`src/rtl/uart_buf_pkg.sv`:
```
// ============================================================================
// Module      : uart_buf_pkg
// Description : Shared types and helpers for the UART receive buffer arbiter.
// Revision    : 1.0 - initial release
// ============================================================================
`default_nettype none

package uart_buf_pkg;

  // Arbiter sequencing states.
  typedef enum logic [1:0] {
    IDLE      = 2'd0,
    WRITE     = 2'd1,
    READ      = 2'd2,
    READ_DATA = 2'd3
  } state_t;

  // Which side received the most recent RAM grant.
  typedef enum logic {
    GR_WR = 1'b0,
    GR_RD = 1'b1
  } grant_t;

  // Round-robin pick between eligible requesters; only meaningful when at
  // least one side is eligible. On a tie the side not served last wins.
  function automatic grant_t rr_pick(input grant_t last_grant,
                                     input logic   wr_elig,
                                     input logic   rd_elig);
    grant_t pick;
    if (wr_elig && rd_elig) begin
      pick = (last_grant == GR_RD) ? GR_WR : GR_RD;
    end else if (wr_elig) begin
      pick = GR_WR;
    end else begin
      pick = GR_RD;
    end
    return pick;
  endfunction

endpackage

`default_nettype wire

```
`src/rtl/buf_ptr_counter.sv`:
```
// ============================================================================
// Module      : buf_ptr_counter
// Description : Buffer address pointer; advances on inc and wraps from
//               MAX_ADDRESS back to zero, even when the depth is not a
//               power of two.
// Revision    : 1.0 - initial release
// ============================================================================
`default_nettype none

module buf_ptr_counter
  import uart_buf_pkg::*;
#(
  parameter int N           = 2,
  parameter int MAX_ADDRESS = 3
) (
  input  logic         clk,
  input  logic         rst,
  input  logic         inc,
  output logic [N-1:0] ptr
);

  localparam logic [N-1:0] c_last = N'(MAX_ADDRESS);

  // Pointer register with explicit wrap at the last valid address.
  always_ff @(posedge clk or negedge rst) begin
    if (!rst) begin
      ptr <= '0;
    end else if (inc) begin
      ptr <= (ptr == c_last) ? '0 : ptr + 1'b1;
    end
  end

endmodule

`default_nettype wire

```
`src/rtl/uart_buffer_arbiter.sv`:
```
// ============================================================================
// Module      : uart_buffer_arbiter
// Description : Shares one single-port synchronous RAM between the UART RX
//               writer and the downstream reader. Owns the wrapping read and
//               write pointers, round-robin arbitration, occupancy count and
//               full/empty flags. All outputs are registered.
//               Optional feature macro: UART_BUF_ERR_FLAGS_EN adds err_clr,
//               ovf and udf (sticky overflow/underflow attempt flags).
// Revision    : 1.0 - initial release
// ============================================================================
`default_nettype none

module uart_buffer_arbiter
  import uart_buf_pkg::*;
#(
  parameter int N           = 2,
  parameter int MAX_ADDRESS = 3,
  parameter int W           = 8
) (
  input  logic         clk,
  input  logic         rst,
  input  logic         wr_req,
  input  logic [W-1:0] wr_data,
  output logic         wr_ack,
  input  logic         rd_req,
  output logic [W-1:0] rd_data,
  output logic         rd_valid,
  output logic [N-1:0] ram_addr,
  output logic         ram_we,
  output logic [W-1:0] ram_wdata,
  input  logic [W-1:0] ram_rdata,
  output logic         full,
  output logic         empty,
  output logic [N:0]   count
`ifdef UART_BUF_ERR_FLAGS_EN
  ,
  input  logic         err_clr,
  output logic         ovf,
  output logic         udf
`endif
);

  localparam logic [N:0] c_depth = (N+1)'(MAX_ADDRESS + 1);

  state_t         r_state;
  state_t         w_state_nx;
  grant_t         r_last_grant;
  grant_t         w_last_nx;
  logic [N-1:0]   w_wr_ptr;
  logic [N-1:0]   w_rd_ptr;
  logic           w_wr_inc;
  logic           w_rd_inc;
  logic           w_wr_elig;
  logic           w_rd_elig;
  logic           w_wr_ack_nx;
  logic           w_rd_valid_nx;
  logic           w_ram_we_nx;
  logic [N-1:0]   w_ram_addr_nx;
  logic [W-1:0]   w_ram_wdata_nx;
  logic [W-1:0]   w_rd_data_nx;
  logic [N:0]     w_count_nx;

  buf_ptr_counter #(.N(N), .MAX_ADDRESS(MAX_ADDRESS)) u_wr_ptr (
    .clk (clk),
    .rst (rst),
    .inc (w_wr_inc),
    .ptr (w_wr_ptr)
  );

  buf_ptr_counter #(.N(N), .MAX_ADDRESS(MAX_ADDRESS)) u_rd_ptr (
    .clk (clk),
    .rst (rst),
    .inc (w_rd_inc),
    .ptr (w_rd_ptr)
  );

  assign w_wr_elig = wr_req && !full;
  assign w_rd_elig = rd_req && !empty;

  // FSM state register.
  always_ff @(posedge clk or negedge rst) begin
    if (!rst) begin
      r_state <= IDLE;
    end else begin
      r_state <= w_state_nx;
    end
  end

  // Next-state and next-output decode; outputs are registered below.
  always_comb begin
    w_state_nx     = r_state;
    w_last_nx      = r_last_grant;
    w_wr_ack_nx    = 1'b0;
    w_rd_valid_nx  = 1'b0;
    w_ram_we_nx    = 1'b0;
    w_ram_addr_nx  = ram_addr;
    w_ram_wdata_nx = ram_wdata;
    w_rd_data_nx   = rd_data;
    w_count_nx     = count;
    w_wr_inc       = 1'b0;
    w_rd_inc       = 1'b0;
    case (r_state)
      IDLE: begin
        if (w_wr_elig || w_rd_elig) begin
          if (rr_pick(r_last_grant, w_wr_elig, w_rd_elig) == GR_WR) begin
            w_state_nx     = WRITE;
            w_last_nx      = GR_WR;
            w_ram_we_nx    = 1'b1;
            w_ram_addr_nx  = w_wr_ptr;
            w_ram_wdata_nx = wr_data;
          end else begin
            w_state_nx    = READ;
            w_last_nx     = GR_RD;
            w_ram_addr_nx = w_rd_ptr;
          end
        end
      end
      WRITE: begin
        // RAM commits at the end of this cycle; ack and count follow it.
        w_wr_ack_nx = 1'b1;
        w_wr_inc    = 1'b1;
        w_count_nx  = count + 1'b1;
        w_state_nx  = IDLE;
      end
      READ: begin
        // Address is on the RAM; data appears one cycle later.
        w_state_nx = READ_DATA;
      end
      READ_DATA: begin
        w_rd_data_nx  = ram_rdata;
        w_rd_valid_nx = 1'b1;
        w_rd_inc      = 1'b1;
        w_count_nx    = count - 1'b1;
        w_state_nx    = IDLE;
      end
      default: begin
        w_state_nx = IDLE;
      end
    endcase
  end

  // Registered outputs, grant history and occupancy.
  always_ff @(posedge clk or negedge rst) begin
    if (!rst) begin
      r_last_grant <= GR_RD;
      wr_ack       <= 1'b0;
      rd_valid     <= 1'b0;
      rd_data      <= '0;
      ram_we       <= 1'b0;
      ram_addr     <= '0;
      ram_wdata    <= '0;
      count        <= '0;
      full         <= 1'b0;
      empty        <= 1'b1;
    end else begin
      r_last_grant <= w_last_nx;
      wr_ack       <= w_wr_ack_nx;
      rd_valid     <= w_rd_valid_nx;
      rd_data      <= w_rd_data_nx;
      ram_we       <= w_ram_we_nx;
      ram_addr     <= w_ram_addr_nx;
      ram_wdata    <= w_ram_wdata_nx;
      count        <= w_count_nx;
      full         <= (w_count_nx == c_depth);
      empty        <= (w_count_nx == '0);
    end
  end

`ifdef UART_BUF_ERR_FLAGS_EN
  // Sticky flags for requests refused in IDLE; clear beats a same-cycle set.
  always_ff @(posedge clk or negedge rst) begin
    if (!rst) begin
      ovf <= 1'b0;
      udf <= 1'b0;
    end else if (err_clr) begin
      ovf <= 1'b0;
      udf <= 1'b0;
    end else if (r_state == IDLE) begin
      if (wr_req && full) begin
        ovf <= 1'b1;
      end
      if (rd_req && empty) begin
        udf <= 1'b1;
      end
    end
  end
`endif

endmodule

`default_nettype wire

```
`config.mk`:
```
export PLATFORM = sky130hd
export DESIGN_NAME = uart_buffer_arbiter
export DESIGN_NICKNAME = d
export VERILOG_FILES = /design/src/rtl/uart_buf_pkg.sv /design/src/rtl/buf_ptr_counter.sv /design/src/rtl/uart_buffer_arbiter.sv
export SDC_FILE = /design/constraint.sdc
export NUM_CORES = 1
export LEC_CHECK = 0
export CORE_MARGIN = 5
export CORE_UTILIZATION = 45
export DETAILED_ROUTE_END_ITERATION = 10
export GPL_TIMING_DRIVEN = 0
export PLACE_DENSITY = 0.78
export SYNTH_ARGS = -nofsm -noshare
export SYNTH_HDL_FRONTEND = slang
export SYNTH_SLANG_ARGS = --single-unit
```
`constraint.sdc`:
```
create_clock -name clk -period 4.6 [get_ports clk]
set_input_delay 1.38 -clock clk [delete_from_list [all_inputs] [get_ports clk]]
set_output_delay 1.38 -clock clk [all_outputs]
set_load 0.1 [all_outputs]
```
Word level (Yosys, flattened, before mapping)
Cells that the tools add are included.

operators by class
  multiplexer cells = 18
  eq/ne operators = 7
  reductions and logical operators = 11
  add/subtract/negate cells = 4
  bitwise logic cells = 1

operator list
  kind                                               number
  two-way mux 1 bit                                  11
  two-way mux 2 bit                                  5
  == test 2 bit (second input constant)              4
  one-hot mux 2 bit (3 select lines)                 1
  one-hot mux 3 bit (2 select lines)                 1
  adder 2 x 1 -> 2 bit (second input constant)       2
  adder 3 x 1 -> 3 bit (second input constant)       1
  == test 3 bit (second input constant)              1
  logical AND 1 bit                                  3
  logical NOT 3 bit                                  1
  AND reduction 3 bit                                1
  subtractor 3 x 1 -> 3 bit (second input constant)  1
  == test 2 x 1 -> 1 bit (second input constant)     1
  logical NOT 1 bit                                  2
  logical NOT 2 bit                                  1
  inequality test 2 bit (second input constant)      1
  AND reduction 2 bit                                1
  OR reduction 2 bit                                 1
  logical OR 1 bit                                   1
  inverter 1 bit                                     1

storage, ports and cells
  register bits after elaboration = 33
  output and inout bits = 26
  input bits = 20

Logic depth before layout (Yosys ltp)
Gate-level depths: netlist (run 1).

  depth in word-level cells = 9
  gate-level depth with buffers = 8

By module
A second synthesis (run 1) with hierarchy kept.

unflattened totals
  cells, all modules = 101
  area total of the unflattened synthesis = 1431.4 um^2

by module, submodules not included
  module               instances  area each (um^2)  sequential area each (um^2)  cells an instance
  uart_buffer_arbiter  1          1253.7            728.2                        89
  buf_ptr_counter      2          88.8              50.0                         6

Worst setup path after synthesis (run 1)
Ideal clock, no wire load.

  path kind = in2reg
  from = input port rd_req
  to = register ram_wdata[0]
  cell stages on the path = 4
  setup slack = 2.148 ns
  path buffers = 1
  arrival time = 2.326 ns
  setup time = 0.125 ns
  path through = nor3b_1 -> or3_1 -> buf_6 -> mux2_4

between the ends
  longest elaborated chain between the ends = 7
  elaborated cells on any way between the ends = 8
  classes of those cells = 3 x mux; 1 x bitwise; 4 x reduce/logical

RTL lines
  what                                    RTL line                    RTL
  start, declared                         uart_buffer_arbiter.sv:25   input logic rd_req,
  logical AND 1 bit *                     uart_buffer_arbiter.sv:78   assign w_rd_elig = rd_req && !empty;
  logical AND 1 bit                       uart_buf_pkg.sv:30          if (wr_elig && rd_elig) begin
  two-way mux 1 bit                       uart_buf_pkg.sv:30
  two-way mux 1 bit                       uart_buffer_arbiter.sv:104  if (w_wr_elig || w_rd_elig) begin
  two-way mux 1 bit                       uart_buffer_arbiter.sv:102  case (r_state)
  inverter 1 bit (no source line)         --
  AND reduction 3 bit (no source line) *  --
  end signal, assigned                    uart_buffer_arbiter.sv:162  ram_wdata <= w_ram_wdata_nx;
  end, declared                           uart_buffer_arbiter.sv:30   output logic [W-1:0] ram_wdata,

Mark *: on every way between the ends. The rest lies on a longest branch, timed or not. The select of a mux whose other input is x is not followed.
A chain may end at the register's enable or synchronous reset.

Final worst setup path (run 1)
  from = register empty
  to = output port empty

RTL lines
  what                    RTL line                    RTL
  start, declared         uart_buffer_arbiter.sv:33   output logic empty,
  start signal, assigned  uart_buffer_arbiter.sv:165  empty <= (w_count_nx == '0);

No word-level cell between the ends.

==> results of run 1 <==
==> tightest hold or removal path: stages, from the launching register on <==
cell and delay, ns:
dfstp_2 0.40, inv_1 0.05, a21boi_1 0.05
==> worst max path at each step <==
stage,endpoint,cells past startpoint
finish,empty,1
CTS,empty,1
global placement,empty,1
detailed placement,empty,1
floorplan,ram_wdata[0],4
global route,empty,1
==> registers in the layout, summed over array words and instances, names as in the netlist <==
signal	cells
wr_ack	1
ram_we	1
count	3
empty	1
u_rd_ptr.ptr	2
u_wr_ptr.ptr	2
ram_wdata	8
full	1
rd_data	8
r_state	2
r_last_grant	1
ram_addr	2
rd_valid	1
==> final cells by class <==
cell class / instances / area [sq um] / share of cell area [%]
plain buffers: 3 / 26.3 / 1.30
clock buffers: 7 / 55.1 / 2.73
clock inverters: 1 / 30.0 / 1.49
inverters: 5 / 18.8 / 0.930
multi-input cells: 61 / 559 / 27.7
flip-flops and latches: 33 / 828 / 41.0
well taps: 44 / 55.1 / 2.73
repair buffers: 45 / 445 / 22.1
==> cell usage after synthesis <==
library cell	n
a21boi_1	1
a21o_1	2
a21oi_1	2
a221oi_1	2
a22oi_1	2
and3b_1	3
buf_1	1
buf_6	2
dfrtp_1	31
dfstp_2	2
ha_1	3
inv_1	4
inv_2	1
mux2_2	12
mux2_4	8
mux2i_1	2
nand2_1	1
nand2b_1	2
nor2_1	2
nor2b_1	3
nor3_1	2
nor3b_1	2
o21ai_0	3
o21ai_1	1
o21ba_2	1
o21bai_1	1
or2_4	1
or3_1	1
or3b_1	1
xnor2_1	2
xor2_1	1
==> stage by stage <==
step                hold WS [ns]  worst slack, ns  area, sq um  std cells
CTS                        0.495             1.17         2020        199
finish                     0.492             1.20         2020        199
global placement           0.469             1.55         1940        191
global route               0.516             1.13         2020        199
detailed placement         0.480             1.55         1930        191
floorplan                  0.453             2.15         1430        102
==> per-layer routing <==
metal	track usage (%)	routed length [um]	up-vias
li1	-	-	462
met1	14.5	1120	474
met2	24.7	1380	37
met3	7.31	268	0
met4	3.81	0	0
met5	0	0	-
==> logic make-up after synthesis <==
family	Yosys count	synth area share, %
DFF	33	57.8
muxes	22	19.2
and+or+nand+nor	18	8.21
AOI/OAI and AO/OA	15	7.16
buffers and inverters	8	3.14
xor gates and xnor gates	3	1.83
adders and majority gates	3	2.62
==> summary.md, run 1 <==
| Metric | Value |
|---|---|
| Routed WL per cell | `13.9 um` |
| Vias in the first global route | `1,039` |
| Core region area | `3050 sq um` |
| GRT Overall Usage | `14.1%` |
| Die ar. | `4410 sq um` |
| Max incr delay on CP | `1.13 ns` |
| Share of post-route cells with drive strength above 1 | `22.6%` |
| Routability cong. | `0.763` |
| Synth top area share | `54.1%` |
| Cells on worst reg2reg path | `8` |
| IO Pins | `46` |
| Critical path class | `reg -> out` |
| CTS tree | `built` |
| Routed vias/inst | `4.89` |
| Fin util | `66.1%` |
| Minimum clock period | `3.40 ns` |
| CP Buf/Inv Count | `1` |
| CP endpoint kind | `output pin` |
| WHS Endpoint | `r_last_grant` |
| Num rows | `20` |
| Sequential cell area fraction in the yosys report | `57.8%` |
| Hold Crit Class | `reg -> reg` |
| Critical Path Start | `empty` |
| Cell count after synthesis | `102` |
| Total clock sinks | `33` |
| Hold Startpoint | `r_last_grant` |
| RSZ-0062 raised after global routing | `false` |
| YS warnings | `0` |
| Num CTS Buffers | `5` |
| Yosys reg bits | `33` |
| CP Max Fanout | `4` |
| Reg-to-reg slack, setup | `2.46 ns` |
| Setup TNS | `0 ns` |
| DRC Markers | `0` |
| Max-Cap Viols | `0` |
| Setup Skew | `0.00512 ns` |
| Critical Path, Cell by Cell | `clkdlybuf4s50_1` |
| Fillers | `253` |
| DRT Wirelength | `2760 um` |
| HPWL after detailed placement | `2080 um` |
| Slew @ Worst Pin | `0.991 ns` |
| Number of port buffers | `45` |
| Final Setup Violations | `0` |
| Final #Nets | `177` |
| Commonest non-fill, non-tap cell in the layout | `clkdlybuf4s50_1` |
| Post-synthesis net count | `125` |
| Area Growth Syn to Fin | `40.9%` |
| Worst Hold Depth | `2` |
| # diodes | `0` |
| Startpoint types | `flop` |
| DR iter-0 viols | `28` |
| Slew Limit Fails | `0` |
| Synth area leaders | `dfrtp_1, mux2_2, mux2_4, dfstp_2, ha_1` |
| Cell taking the most area after synthesis | `dfrtp_1` |
| Initial antenna violation count | `0` |
| Clock latency at the later pin of the worst-skew pair | `0.33 ns` |
| Hold Violations, Final | `0` |
| First-pass GRT wire length | `4580 um` |
| CTS root buf | `clkbuf_4` |
| Slowest CP cell | `clkdlybuf4s50_1` |
| Reg-to-reg endpoint | `full` |
| Congestion Overflow GR | `0` |
| Delay-heaviest family, CP | `buffers and inverters` |
| Die Span X | `66.4 um` |
| CTS H-Tree Depth | `2` |
| CTS Hold Bufs | `0` |
| Worst EP required | `3.22 ns` |
| Max-slew headroom | `33.7%` |
| Die Y | `66.4 um` |
| Pin count of the biggest net entering global routing | `34` |
| Outcome | `finished, final reports clean` |
| Fmax | `294 MHz` |
| Unique cell type count in the Yosys netlist | `31` |
| Post-cts resize count | `0` |
| Clock transition at path regs | `0.10 ns` |
| Bufs on Longest Clock Path | `2` |
| Starting Density | `46.9%` |
| RR Startpoint | `r_state[0]` |
| Antenna viol nets, final | `0` |
| Tcrit/Tclk final | `74.0%` |
| DR pass1 iterations | `4` |
| Crit path arrival time | `2.02 ns` |
| Vias post-DR | `973` |
| Commonest non-fill, non-tap cells in the layout | `clkdlybuf4s50_1, dfrtp_1, mux2_2` |
| Synthesized area per cell | `14.0 sq um` |
| Synthesized area | `1430 sq um` |
| Setup Fix Bufs, Post-CTS | `0` |
Power of run 1 is left out: the tool's default activity adds up to more than one toggle a clock period on the data nets, which glitch-free logic cannot reach.
==> run 2, diff against run 1 <==
Clock period 4.6 ns to 3.49 ns, I/O delays scaled along.
==> results of run 2 <==
Same layout as run 1 (identical final DEF). Status: finished, final reports clean.
Main changes from that run: setup slack after placement 1.55 ns -> 0.774 ns; setup slack after layout 1.20 ns -> 0.420 ns; register-to-register setup slack 2.46 ns -> 1.35 ns
Power of run 2 is left out for the same reason.
==> run 3, diff against run 2 <==
Settings changed: SLEW_MARGIN set to 20.
==> results of run 3 <==
Same layout as run 1 (identical final DEF). Status: finished, final reports clean.
Main changes from that run: setup slack after placement 1.55 ns -> 0.774 ns; setup slack after layout 1.20 ns -> 0.420 ns; register-to-register setup slack 2.46 ns -> 1.35 ns
Power of run 3 is left out for the same reason.
